`src/rtl/universal_shift_register_pkg.sv`:
```
// Shared mode encodings for the universal shift register.
// The link serializer FSMs import the same names.
package universal_shift_register_pkg;

  localparam logic [2:0] MODE_HOLD = 3'b000;
  localparam logic [2:0] MODE_SHL  = 3'b001;
  localparam logic [2:0] MODE_SHR  = 3'b010;
  localparam logic [2:0] MODE_LOAD = 3'b011;
  localparam logic [2:0] MODE_ROL  = 3'b100;
  localparam logic [2:0] MODE_ROR  = 3'b101;
  localparam logic [2:0] MODE_ASR  = 3'b110;
  localparam logic [2:0] MODE_CLR  = 3'b111;

endpackage

```
`src/rtl/universal_shift_register_counter.sv`:
```
// Modulo-WIDTH shift counter with a registered one-cycle wrap strobe.
// Clear has priority over increment.
module shift_counter #(
  parameter int WIDTH = 8,
  parameter int CNT_W = $clog2(WIDTH)
) (
  input  logic             clock,
  input  logic             reset,
  input  logic             inc,
  input  logic             clr,
  output logic [CNT_W-1:0] count,
  output logic             wrap
);

  localparam logic [CNT_W-1:0] LAST = CNT_W'(WIDTH - 1);

  logic [CNT_W-1:0] r_count;
  logic             r_wrap;

  always_ff @(posedge clock or negedge reset) begin
    if (!reset) begin
      r_count <= '0;
      r_wrap  <= 1'b0;
    end else if (clr) begin
      r_count <= '0;
      r_wrap  <= 1'b0;
    end else if (inc) begin
      if (r_count == LAST) begin
        r_count <= '0;
        r_wrap  <= 1'b1;
      end else begin
        r_count <= r_count + 1'b1;
        r_wrap  <= 1'b0;
      end
    end else begin
      r_wrap <= 1'b0;
    end
  end

  assign count = r_count;
  assign wrap  = r_wrap;

endmodule

```
`src/rtl/universal_shift_register.sv`:
```
// Eight-mode universal shift register with shift counter
// and word-complete strobe.
module universal_shift_register #(
  parameter int WIDTH = 8,
  parameter int CNT_W = $clog2(WIDTH)
) (
  input  logic             clock,
  input  logic             reset,
  input  logic [2:0]       mode,
  input  logic [WIDTH-1:0] data_in_p,
  input  logic             data_in_s,
  output logic [WIDTH-1:0] data_out,
  output logic             serial_out_msb,
  output logic             serial_out_lsb,
  output logic [CNT_W-1:0] shift_count,
  output logic             word_done
);

  import universal_shift_register_pkg::*;

  logic [WIDTH-1:0] r_data;
  logic [WIDTH-1:0] w_next;
  logic             w_inc;
  logic             w_clr;

  always_comb begin
    w_next = r_data;
    w_inc  = 1'b0;
    w_clr  = 1'b0;
    case (mode)
      MODE_HOLD: w_next = r_data;
      MODE_SHL: begin
        w_next = {r_data[WIDTH-2:0], data_in_s};
        w_inc  = 1'b1;
      end
      MODE_SHR: begin
        w_next = {data_in_s, r_data[WIDTH-1:1]};
        w_inc  = 1'b1;
      end
      MODE_LOAD: begin
        w_next = data_in_p;
        w_clr  = 1'b1;
      end
      MODE_ROL: begin
        w_next = {r_data[WIDTH-2:0], r_data[WIDTH-1]};
        w_inc  = 1'b1;
      end
      MODE_ROR: begin
        w_next = {r_data[0], r_data[WIDTH-1:1]};
        w_inc  = 1'b1;
      end
      MODE_ASR: begin
        w_next = {r_data[WIDTH-1], r_data[WIDTH-1:1]};
        w_inc  = 1'b1;
      end
      MODE_CLR: begin
        w_next = '0;
        w_clr  = 1'b1;
      end
      default: w_next = r_data;
    endcase
  end

  always_ff @(posedge clock or negedge reset) begin
    if (!reset) r_data <= '0;
    else        r_data <= w_next;
  end

  shift_counter #(
    .WIDTH (WIDTH),
    .CNT_W (CNT_W)
  ) u_cnt (
    .clock (clock),
    .reset (reset),
    .inc   (w_inc),
    .clr   (w_clr),
    .count (shift_count),
    .wrap  (word_done)
  );

  assign data_out       = r_data;
  assign serial_out_msb = r_data[WIDTH-1];
  assign serial_out_lsb = r_data[0];

endmodule

```
`config.mk`:
```
export PLATFORM = sky130hd
export DESIGN_NAME = universal_shift_register
export DESIGN_NICKNAME = d
export VERILOG_FILES = /design/src/rtl/universal_shift_register_pkg.sv /design/src/rtl/universal_shift_register_counter.sv /design/src/rtl/universal_shift_register.sv
export SDC_FILE = /design/constraint.sdc
export NUM_CORES = 1
export LEC_CHECK = 0
export ABC_AREA = 1
export CORE_MARGIN = 2
export CORE_UTILIZATION = 35
export CTS_CLUSTER_DIAMETER = 60
export DETAILED_ROUTE_END_ITERATION = 8
export GPL_TIMING_DRIVEN = 0
export PLACE_DENSITY = 0.74
export SLEW_MARGIN = 25
export SYNTH_ARGS = -nofsm -noshare
export SYNTH_HDL_FRONTEND = slang
export SYNTH_HIERARCHICAL = 1
export SYNTH_SLANG_ARGS = --single-unit
export TNS_END_PERCENT = 5
```
`constraint.sdc`:
```
create_clock -name clock -period 1.8 [get_ports clock]
set_clock_uncertainty 0.1 [all_clocks]
set_input_delay 0.45 -clock clock [delete_from_list [all_inputs] [get_ports clock]]
set_output_delay 0.45 -clock clock [all_outputs]
set_load 0.03 [all_outputs]
```
==> results, run 1 <==
- The flow ran to the end, and the final reports show no timing, DRC or antenna violations.
- Measured in cells, the most critical reg-to-reg path has a length of 4.
- The post-CTS clock slew at the launch and capture registers of the worst setup and hold paths is 80 ps.
- The endpoint of the most critical register-to-register path is u_cnt/count[2].
- The largest fanout on the critical path is 6.
- Clock tree synthesis found a total of 12 sinks.
- For flop-to-flop paths, the worst setup slack is ~570 ps.
- The total power divided by cell area is a little under 900 nW/µm².
- Clock tree synthesis inserted a total of 3 buffers.
- The max-capacitance violation count is 0.
- Averaged over all synthesized cells, the footprint is 6.65 µm².
- The number of setup buffers added after CTS is 0.
- Detailed placement ended at an HPWL of 1350 µm.
- The mapped netlist covers between 700 and 800 µm².
- The first global-routing pass estimated slightly below 3000 µm of wire.
- In the routed design, unresolved DRC markers number 0.
- The later pin in the worst-skew pair is clocked with a latency of between 200 and 300 ps.
- Routability-driven placement finished with a final weighted congestion of 0.788.
- The iteration count of the initial detailed-routing pass is 4.
- Setup violations remaining at the end of the flow were counted as 0.
- The number of nets in the synthesized netlist is 133.
- The floorplan has 17 rows.
- The count of unique library cells instantiated by Yosys is 15.
- The number of pins exceeding their max-slew limit in the final report is 0.
- The area of the placeable core is 2150 µm².
- CTS built an H-tree with a depth of 1.
- The worst pin sits at a relative slew slack of 0.610.
- The maximum count of clock buffers along a single path is 2.
- After global routing the overflow that remains totals 0.
- In the global route stage, overall resource usage came out at 0.148.
- For this configuration, the core starts out at a cell density of 0.362.
- The sort of element at the end of the critical path is a flop.
- Compared with the post-synthesis result, the final layout area differs by 40.5%.
- The detailed router's first-iteration violation count is 19.
- The final-layout worst hold slack is approximately 410 ps.
- The detailed router placed approximately 810 vias in this run.
- Of the synthesized area, sequential elements account for 0.386.
- The worst path in the final design needs a cycle of between 1500 and 2000 ps, including I/O delays and setup.
- Summed over all cells, the static leakage comes to between 0.6 and 0.7 nW.
- The required time of the critical path is between 1500 and 2000 ps.
- In this run the critical register-to-register path is launched from u_cnt/count[0].
- The path type of the worst setup path is input pin to flop.
- Entering global routing, the biggest net connects 13 pins.
- The cell depth of the worst min-delay path is 2.
- The final count of hold timing violations is 0.
- The sum of negative setup slack is 0 ps.
- The number of global-route vias before repair is about 700.
- In the routed layout, each cell is associated on average with a via count of around 4.6.
- The number of instances in the synthesized netlist is between 100 and 150.
- Across the VDD grid, the largest voltage drop is around 0.43 mV.
- The root buffer cell chosen for the clock tree is clkbuf_4.
- The share of the clock period used by the worst path is 0.947.
- The die area is ~2600 µm².
- The repair_antennas step left the layout with diodes totalling 0.
- The hold path startpoint is u_cnt/count[1].
- The floorplan step set the die width to just over 50 µm.
- The hold-critical path endpoint is u_cnt/count[1].
- The number of buffers inserted for hold repair after clock tree synthesis is 0.
- Data arrives at the worst endpoint at 1770 ps.
- The highest clock rate is 0.587 GHz.
- In this run the worst hold path is classified as flop to flop.
- At the pin with the least slew margin, the transition time is between 500 and 600 ps.
- Wires add up to between 1500 and 2000 µm.
- Dividing the detail-routed wire length by the instance count gives 10.2 µm.
- The post-route antenna net violation count is 0.
- The kind of start point of the critical path is an input pin.
- Synthesis inferred 12 register bits.
- TritonCTS built the clock tree.
- For this design the top-level I/O count stands at 28.
- At the end of the flow, the number of nets in the layout was between 150 and 200.
- The count of synthesis-stage warnings from yosys is 6.
- The overall die height is roughly 50 µm.
- The count of input and output buffers is 26.
- Setup repair after global routing could not meet its margin everywhere.
- The number of antenna violations at the first check in global routing came to 0.
- The proportion of layout cells with a drive suffix above 1 is 0.116.
-- synthesized netlist by cell type, drive strengths merged --
cell type / number / area share
inv: 10 / 0.048
ha: 2 / 0.032
dfrtp: 12 / 0.39
buf: 3 / 0.034
nand2: 64 / 0.32
nor2: 10 / 0.069
o21ai: 2 / 0.018
a21oi: 1 / 0.011
nor3: 1 / 0.0064
nand3: 12 / 0.077
-- final cells by class --
type                            count  area [µm²]
Buffer                              3        26.3
Clock buffer                        4        36.3
Fill cell                         217        1050
Inverter                           10        37.5
Multi-Input combinational cell     92         418
Sequential cell                    12         300
Tap cell                           28        35.0
Timing Repair Buffer               26         240
-- sequential cells by signal, indices dropped and copies added, names as in the netlist --
| signal | cells |
|---|---|
| data_out | 8 |
| u_cnt/wrap | 1 |
| u_cnt/count | 3 |
-- how the worst max path moves through the flow --
stage	to	depth (start not counted)	from	slack (ps)
finish	u_cnt/count[1]	7	mode[0]	100
global route	data_out[7]	7	mode[0]	-10
CTS	u_cnt/count[0]	7	mode[0]	10
detailed placement	u_cnt/count[2]	7	mode[0]	-450
global placement	u_cnt/count[1]	7	mode[0]	-360
floorplan	u_cnt/count[0]	6	mode[0]	350
-- report_power, final --
group          total [W]  switching [W]  internal (W)
clock           0.000217      0.0000942      0.000123
combinational   0.000390       0.000244      0.000146
sequential      0.000372      0.0000488      0.000323
-- layer usage --
metal  wire length [µm]  track usage  vias to the layer above
met4                 16       0.0541                        0
met3                 66       0.0263                        2
met1                842        0.201                      371
met5                  0            0                        -
met2                863        0.234                       18
li1                   -            -                      418
-- metrics by stage --
step                power, W  cell area [µm²]   util  std cells  worst slack (ps)
finish              0.000979             1090  0.509        175              95.3
global placement    0.000804             1070  0.500        171              -357
floorplan           0.000624              778      -        117               352
CTS                 0.000991             1090  0.508        175              10.0
global route         0.00105             1090  0.509        175             -10.2
detailed placement  0.000814             1070  0.500        171              -451
-- worst max-delay path, stage by stage --
cell and delay [ps]:
clkdlybuf4s50_1 530, nand2_2 200, inv_1 120, o21ai_2 240, nor2_1 100, nand2_1 70
nand2_1 50
-- cells in the final DEF (no fill, tap or decap), drive strengths merged --
cell | Yosys | layout
nand2 | 64 | 64
o21ai | 2 | 2
dlygate4sd2 | 0 | 12
dfrtp | 12 | 12
nor2 | 10 | 10
clkdlybuf4s50 | 0 | 12
ha | 2 | 2
clkbuf | 0 | 4
inv | 10 | 10
nor3 | 1 | 1
buf | 3 | 5
a21oi | 1 | 1
nand3 | 12 | 12
-- kinds of logic after synthesis --
| family | Yosys count | synth area share |
|---|---|---|
| AND/OR/NAND/NOR | 87 | 0.471 |
| AO/OA/AOI/OAI | 3 | 0.0289 |
| buffers and inverters | 13 | 0.0820 |
| adder cells (fa/ha/maj) | 2 | 0.0321 |
| flip-flops | 12 | 0.386 |
-- what timing repair did --
action	in CTS	in global routing
gates resized for setup	15	2
cloned	0	0
setup endpoints to repair	18	5
pin swaps	0	0
Note: power is estimated with default switching activity, not from simulation.
==> inputs of run 2 (changes only) <==
Settings changed: MAX_ROUTING_LAYER set to met4, TNS_END_PERCENT 5 to 10.
==> run 2 against run 1 <==
Net effect: utilization stayed put; clock power hardly changed; sequential share of layout area stayed put; highest routed layer unchanged.
==> results, run 2 (synthesis gave the netlist of run 1 again) <==
- The flow ran to the end, and the final reports show no timing, DRC or antenna violations.
- The most repeated library cell on the critical path is nand2_1.
- The worst-path cell with the longest stage delay is clkdlybuf4s50_1.
- The die area is 2620 µm² (unchanged).
- The minimum setup slack after placement is -451 ps (unchanged).
- The overall die height came to 51.2 µm (unchanged).
- The worst-skew pair later-pin latency came to 270 ps (about the same).
- The highest metal layer carrying signal wires in the routed design is met4.
- The detailed router's first-iteration violation count came to 19 (unchanged).
- The total routed wirelength came to 1780 µm (-0.50%).
- The total met3 wirelength after detailed routing was 57 µm (-14%).
- Setup repair after global routing could not meet its margin everywhere.
- The net total in the final layout is 164 (unchanged).
- The flip-flop count of the largest register, all copies and words added is 8 (unchanged).
- The final count of hold timing violations was 0 (unchanged).
- The aggregate global routing overflow came to 0 (unchanged).
- The width of the die is 51.2 µm (unchanged).
- The combined global-route utilization of all metal layers is 0.152 (+0.00395).
- The iteration count of the initial detailed-routing pass is 4 (unchanged).
- The largest fanout on the critical path is 6 (unchanged).
- The maximum count of clock buffers along a single path was 2 (unchanged).
- The number of global-route vias before repair is 686 (unchanged).
- The overall via count from detail_route is 808 (-0.12%).
- The minimum setup slack in the final design is 95.4 ps (+0.0933 ps).
- The post-CTS clock slew at the launch and capture registers of the worst setup and hold paths is 80 ps (about the same).
- The via count normalized by instance count is 4.62 (-0.12%).
- The final-report setup violation count came to 0 (unchanged).
- The static leakage is 0.632 nW (unchanged).
- The longest individual stage delay on the worst path was 530 ps (about the same).
- The slew of the pin with the lowest slew margin is 582 ps (-0.779 ps).
- Walking the worst path, the cells encountered are clkdlybuf4s50_1, nand2_2, inv_1, o21ai_2, nor2_1, nand2_1, nand2_1.
- The HPWL after detailed placement is 1350 µm (unchanged).
- The worst setup path is launched from an input pin.
- The antenna diode instance count is 0 (unchanged).
- The number of H-tree levels is 1 (unchanged).
- The area added between synthesis and finish is 40.5% (unchanged).
- The final weighted congestion in routability-driven placement is 0.799 (+1.4%).
- The total power divided by cell area is 895 nW/µm² (about the same).
- The number of placed I/O pins is 28 (unchanged).
- The starting utilization of the core area is 0.362 (unchanged).
- The shortest period the worst path allows was 1700 ps (-0.0933 ps).
- The worst setup path is of the input pin to flop kind.
- The number of remaining DRC errors is 0 (unchanged).
- The proportion of layout cells with a drive suffix above 1 came to 0.116 (unchanged).
- The wire length of the first global-routing pass is 2900 µm (+0.24%).
- The number of clock sinks is 12 (unchanged).
- The worst slew margin relative to its limit is 0.611 (about the same).
- The max-capacitance violation count is 0 (unchanged).
- The number of pins exceeding their max-slew limit in the final report came to 0 (unchanged).
- The sort of element at the end of the critical path is a flop.
- Leaving out fill and tap cells, the most frequent cell in the layout is nand2_1.
- The post-route antenna net violation count came to 0 (unchanged).
- The placement row count is 17 (unchanged).
- The area of the placeable core is 2150 µm² (unchanged).
- The pin count of the biggest net entering global routing came to 13 (unchanged).
- The number of antenna violations at the first check in global routing is 0 (unchanged).
- The number of buffers created by CTS is 3 (unchanged).
- The peak ir drop on the vdd network is 0.432 mV (about the same).
- The final-layout worst hold slack is 412 ps (unchanged).
- The TritonCTS clock tree is done.
- The length of routed met2 wiring is 860 µm (-0.35%).
- The count of input and output buffers was 26 (unchanged).
- The highest clock rate was 0.587 GHz (about the same).
- The average wire per standard cell came to 10.2 µm (-0.50%).
- The top cell types in the final layout, fill and taps aside, are 61 x nand2_1, 12 x nand3_1, 12 x dfrtp_1, 12 x clkdlybuf4s50_1, 12 x dlygate4sd2_1.
- The share of the clock period used by the worst path is 0.947 (about the same).
- The length of routed wiring on met1 is 850 µm (+0.95%).
- The post-CTS setup repair buffer count is 0 (unchanged).
- The data arrival at the endpoint of the critical path came to 1770 ps (about the same).
- The worst hold path belongs to the class flop to flop.
- The cell at the root of the clock tree is clkbuf_4.
- The required time of the critical path came to 1860 ps (about the same).
[run 2: worst paths after layout]
kind | start | endpoint | slack (ps) | cells past startpoint
max in group asynchronous | reset | u_cnt/count[0] | 770 | 1
hold reg to reg | u_cnt/count[1] | u_cnt/count[1] | 410 | 2
setup / recovery | mode[0] | u_cnt/count[1] | 100 | 7
min in group asynchronous | reset | data_out[7] | 440 | 1
hold / removal | u_cnt/count[1] | u_cnt/count[1] | 410 | 2
setup reg to reg | u_cnt/count[0] | u_cnt/count[2] | 570 | 4
[run 2: per-layer routing]
layer,track usage,vias up
met4,0.0541,0
met2,0.234,16
met3,0.0263,2
li1,-,418
met5,-,-
met1,0.201,372
[run 2: cell type report]
type | instances | area, µm²
Buffer | 3 | 26.3
Clock buffer | 4 | 36.3
Fill cell | 217 | 1050
Inverter | 10 | 37.5
Multi-Input combinational cell | 92 | 418
Sequential cell | 12 | 300
Tap cell | 28 | 35.0
Timing Repair Buffer | 26 | 240
[run 2: report_power, final]
group / internal [W] / switching [W] / total [W]
logic: 0.000146 / 0.000244 / 0.000390
clock network: 0.000123 / 0.0000940 / 0.000217
registers: 0.000323 / 0.0000489 / 0.000372
total: 0.000592 / 0.000387 / 0.000979
[run 2: stage by stage]
stage                util  setup TNS [ps]  area (µm²)  cells  total power, W
floorplan               -               0         778    117        0.000624
global placement    0.500           -1660        1070    171        0.000804
detailed placement  0.500           -2280        1070    171        0.000814
CTS                 0.508               0        1090    175        0.000991
global route        0.509           -10.2        1090    175         0.00105
finish              0.509               0        1090    175        0.000979
[run 2: critical path: cells and delay by family]
kind / cells / cell delay, ps
buf+inv: 2 / 650
simple gates: 4 / 420
compound gates: 1 / 240
[run 2: repair_timing]
action | 4_1_cts | 5_1_grt
pin swaps | 0 | 0
resized for setup | 15 | 2
setup endpoints to repair | 18 | 5
hold buffers | 0 | 0
==> inputs of run 3 (changes only) <==
Settings changed: ABC_AREA 1 to not set, GPL_TIMING_DRIVEN 0 to 1, PLACE_DENSITY 0.74 to 0.71.
==> run 3 against run 2 <==
Net effect: die area rose by 18%; routed wire length grew 28%; sequential power fell by 2%; critical path type unchanged; largest power group unchanged; highest routed layer is now met3.
==> results, run 3 <==
- The number of H-tree levels is 1 (unchanged).
- For this run, the leading register cell type out of synthesis is dfrtp_1.
- The post-route antenna net violation count is 0 (unchanged).
- The sort of element at the end of the critical path is a flop.
- The worst-skew pair later-pin latency was 260 ps (about the same).
- The minimum setup slack in the final design is 102 ps (+6.32 ps).
- The aggregate global routing overflow is 0 (unchanged).
- The number of remaining DRC errors is 0 (unchanged).
- The number of nets produced by synthesis is 115 (-14%).
- The static leakage is 0.625 nW (-1.1%).
- The largest fanout on the critical path was 10 (+4).
- The part of the power in registers was 0.352 (-0.028).
- TritonCTS built the clock tree.
- The wire length of the first global-routing pass is 3850 µm (+33%).
- The required time of the critical path is 1880 ps (+20 ps).
- The post-CTS clock slew at the launch and capture registers of the worst setup and hold paths is 70 ps (about the same).
- Summed over all instances, the cell type with the most area after synthesis is dfrtp_1.
- The peak ir drop on the vdd network is 0.518 mV (+20%).
- The number of enable-type register cells in the synthesized netlist is 0 (unchanged).
- The count of input and output buffers is 27 (+3.8%).
- The via count normalized by instance count was 5.28 (+14%).
- The share of the clock period used by the worst path was 0.943 (-0.00351).
- The first element of the critical path is mode[0].
- The final standard cell area without fillers is 1340 µm² (+23%).
- The pin count of the biggest net entering global routing was 17 (+4).
- The antenna diode instance count is 0 (unchanged).
- The number of buffers created by CTS is 3 (unchanged).
- The synthesized flop and latch total came to 12 (unchanged).
- The commonest cells after synthesis are 12 x dfrtp_1, 8 x nor2_1, 7 x mux2i_1.
- The run finished with clean final reports.
- The startpoint identified for the worst register-to-register timing path is u_cnt/count[0].
- The worst slew margin relative to its limit was 0.793 (+0.183).
- The summed instance area of the synthesized netlist is 931 µm² (+20%).
- The iteration count of the initial detailed-routing pass is 4 (unchanged).
- The fraction of registers with async set or reset after synthesis is 1.00 (unchanged).
- The number of pins exceeding their max-slew limit in the final report came to 0 (unchanged).
- The net switching fraction of the power is 0.396 (+0.000905).
- Setup repair after global routing left no endpoint under its margin.
- The total internal power is 0.000624 W (+5.4%).
- The max-capacitance violation count was 0 (unchanged).
- The highest clock rate came to 0.589 GHz (+0.37%).
- The combined global-route utilization of all metal layers is 0.156 (+0.00447).
- STA classifies the critical path startpoint as an input pin.
- The number of placed I/O pins is 28 (unchanged).
- The total instance count after detailed placement was 167 (-2.3%).
- The number of clock sinks was 12 (unchanged).
- The final-layout worst hold slack is 384 ps (-27.8 ps).
- The number of global-route vias before repair is 867 (+26%).
- The width of the die is 55.6 µm (+8.6%).
- The reg2reg setup slack is 330 ps (-240 ps).
- The count of synthesis-stage warnings from yosys is 6 (unchanged).
- The overall via count from detail_route is 898 (+11%).
- The minimum setup slack after placement is -161 ps (+291 ps).
- The final weighted congestion in routability-driven placement is 0.810 (+1.4%).
- The power dissipated by switching net loads came to 0.000409 W (+5.8%).
- The number of antenna violations at the first check in global routing is 0 (unchanged).
- The placement row count is 18 (+1).
- The cell area after placement is 1340 µm² (+24%).
- The sequential share of the synthesized area came to 0.323 (-0.0633).
- The final instance count without filler cells is 170 (-2.9%).
- The HPWL after detailed placement is 1800 µm (+34%).
- The number of instances in the synthesized netlist is 99 (-15%).
- The data arrival at the endpoint of the critical path is 1770 ps (about the same).
- The sum of negative setup slack was 0 ps (unchanged).
- The most critical setup path has its endpoint at data_out[5].
- The detailed router's first-iteration violation count is 19 (unchanged).
- The shortest period the worst path allows is 1700 ps (-6.32 ps).
- The root buffer cell chosen for the clock tree is clkbuf_4.
- In the post-synthesis netlist, the biggest area contributors are dfrtp_1 32%, mux2i_1 7.5%, o221a_1 4.8%.
- The path type of the worst setup path is input pin to flop.
- The per-instance average area after synthesis is 9.40 µm² (+41%).
- The worst hold path class is input pin to async pin.
- The endpoint of the most critical register-to-register path is u_cnt/count[0].
- In the layout the commonest cells are 20 x buf_4, 14 x dlygate4sd2_1, 13 x clkdlybuf4s50_1.
- The library cell used most frequently in the layout, excluding fill and tap cells, is buf_4.
- The count of unique library cells instantiated by Yosys is 35 (+20).
- The proportion of netlist area held by the largest area contributor is 0.323 (-0.0633).
- The slew of the pin with the lowest slew margin is 312 ps (-271 ps).
- The clock power share came to 0.159 (-0.063).
- The combinational fraction of design power is 0.489 (+0.090).
- The flip-flop count of the largest register, all copies and words added is 8 (unchanged).
- The maximum count of clock buffers along a single path came to 2 (unchanged).
- The die area was 3090 µm² (+18%).
- From synthesis to final layout, the design area changed by 44.1%.
- The average wire per standard cell was 13.4 µm (+31%).
- The number of buffers inserted for hold repair after clock tree synthesis is 0 (unchanged).
- The total power divided by cell area is 770 nW/µm² (-14%).
- The depth of the worst register-to-register path is 4 (unchanged).
- The final count of hold timing violations is 0 (unchanged).
- The area of the placeable core came to 2500 µm² (+16%).
- The total routed wirelength was 2270 µm (+28%).
- The net total in the final layout came to 158 (-3.7%).
- The proportion of layout cells with a drive suffix above 1 was 0.221 (+0.106).
- The cell with the most instances after synthesis is dfrtp_1.
- The starting utilization of the core area was 0.372 (+0.0101).
- The final-report setup violation count is 0 (unchanged).
- The overall die height is 55.6 µm (+8.6%).
run 3: cell count changes after synthesis, moves of 5 or more:
cell / delta
nand2b_1: +6
nor2b_1: +5
nand3_1: -12
nand2_1: -58
mux2i_1: +7
inv_1: -5
a21oi_1: +5
run 3: worst min-delay path by stage:
stage	from	endpoint	slack, ps	cells after the start
2_1_floorplan	reset	data_out[0]	50	0
3_3_place_gp	u_cnt/count[1]	u_cnt/count[1]	440	2
3_5_place_dp	u_cnt/count[2]	u_cnt/count[2]	450	2
4_1_cts	reset	u_cnt/wrap	390	2
5_1_grt	reset	u_cnt/wrap	410	2
6_report	reset	u_cnt/wrap	380	2
run 3: power groups by stage:
stage	combinational (W)	clock, W	sequential [W]
3_3_place_gp	0.000538	0	0.000370
2_1_floorplan	0.000216	0	0.000472
5_1_grt	0.000543	0.000182	0.000374
3_5_place_dp	0.000551	0	0.000375
6_report	0.000505	0.000164	0.000364
4_1_cts	0.000512	0.000171	0.000366
run 3: area by class of cell:
class | instances | area, µm²
multi-input combinational | 73 | 543
fill | 241 | 1160
timing repair buffer | 48 | 423
inverter | 4 | 15.0
clock buffer | 3 | 22.5
tap | 30 | 37.5
sequential | 12 | 300
run 3: worst max-delay path, cell delays in order:
cell	delay, ps
clkdlybuf4s50_1	460
buf_4	170
buf_12	130
nor2_1	50
o311a_1	340
a221oi_2	170
run 3: what timing repair did:
item                       4_1_cts  5_1_grt
gates resized for setup         14        0
buffers inserted                 0        0
setup endpoints to repair       14        0
run 3: per-stage QoR:
stage                      util  power (W)
after floorplan               -   0.000689
after global placement    0.535   0.000908
after detailed placement  0.535   0.000926
after CTS                 0.537    0.00105
after global routing      0.537    0.00110
final                     0.537    0.00103
run 3: logic make-up (layout without fill, tap and decap cells):
logic type / Yosys count / count (layout) / synth area share
AOI/OAI and AO/OA: 32 / 32 / 0.281
and+or+nand+nor: 31 / 31 / 0.188
buffers and inverters: 14 / 55 / 0.0941
DFF: 12 / 12 / 0.323
muxes: 8 / 8 / 0.0874
adders and majority gates: 2 / 2 / 0.0269
run 3: per-layer routing:
| layer | global-route usage | wire, µm | up-vias |
|---|---|---|---|
| li1 | - | - | 452 |
| met1 | 0.206 | 1060 | 418 |
| met2 | 0.255 | 1100 | 28 |
| met3 | 0.0233 | 112 | 0 |
| met4 | 0.0314 | 0 | 0 |
| met5 | - | 0 | - |
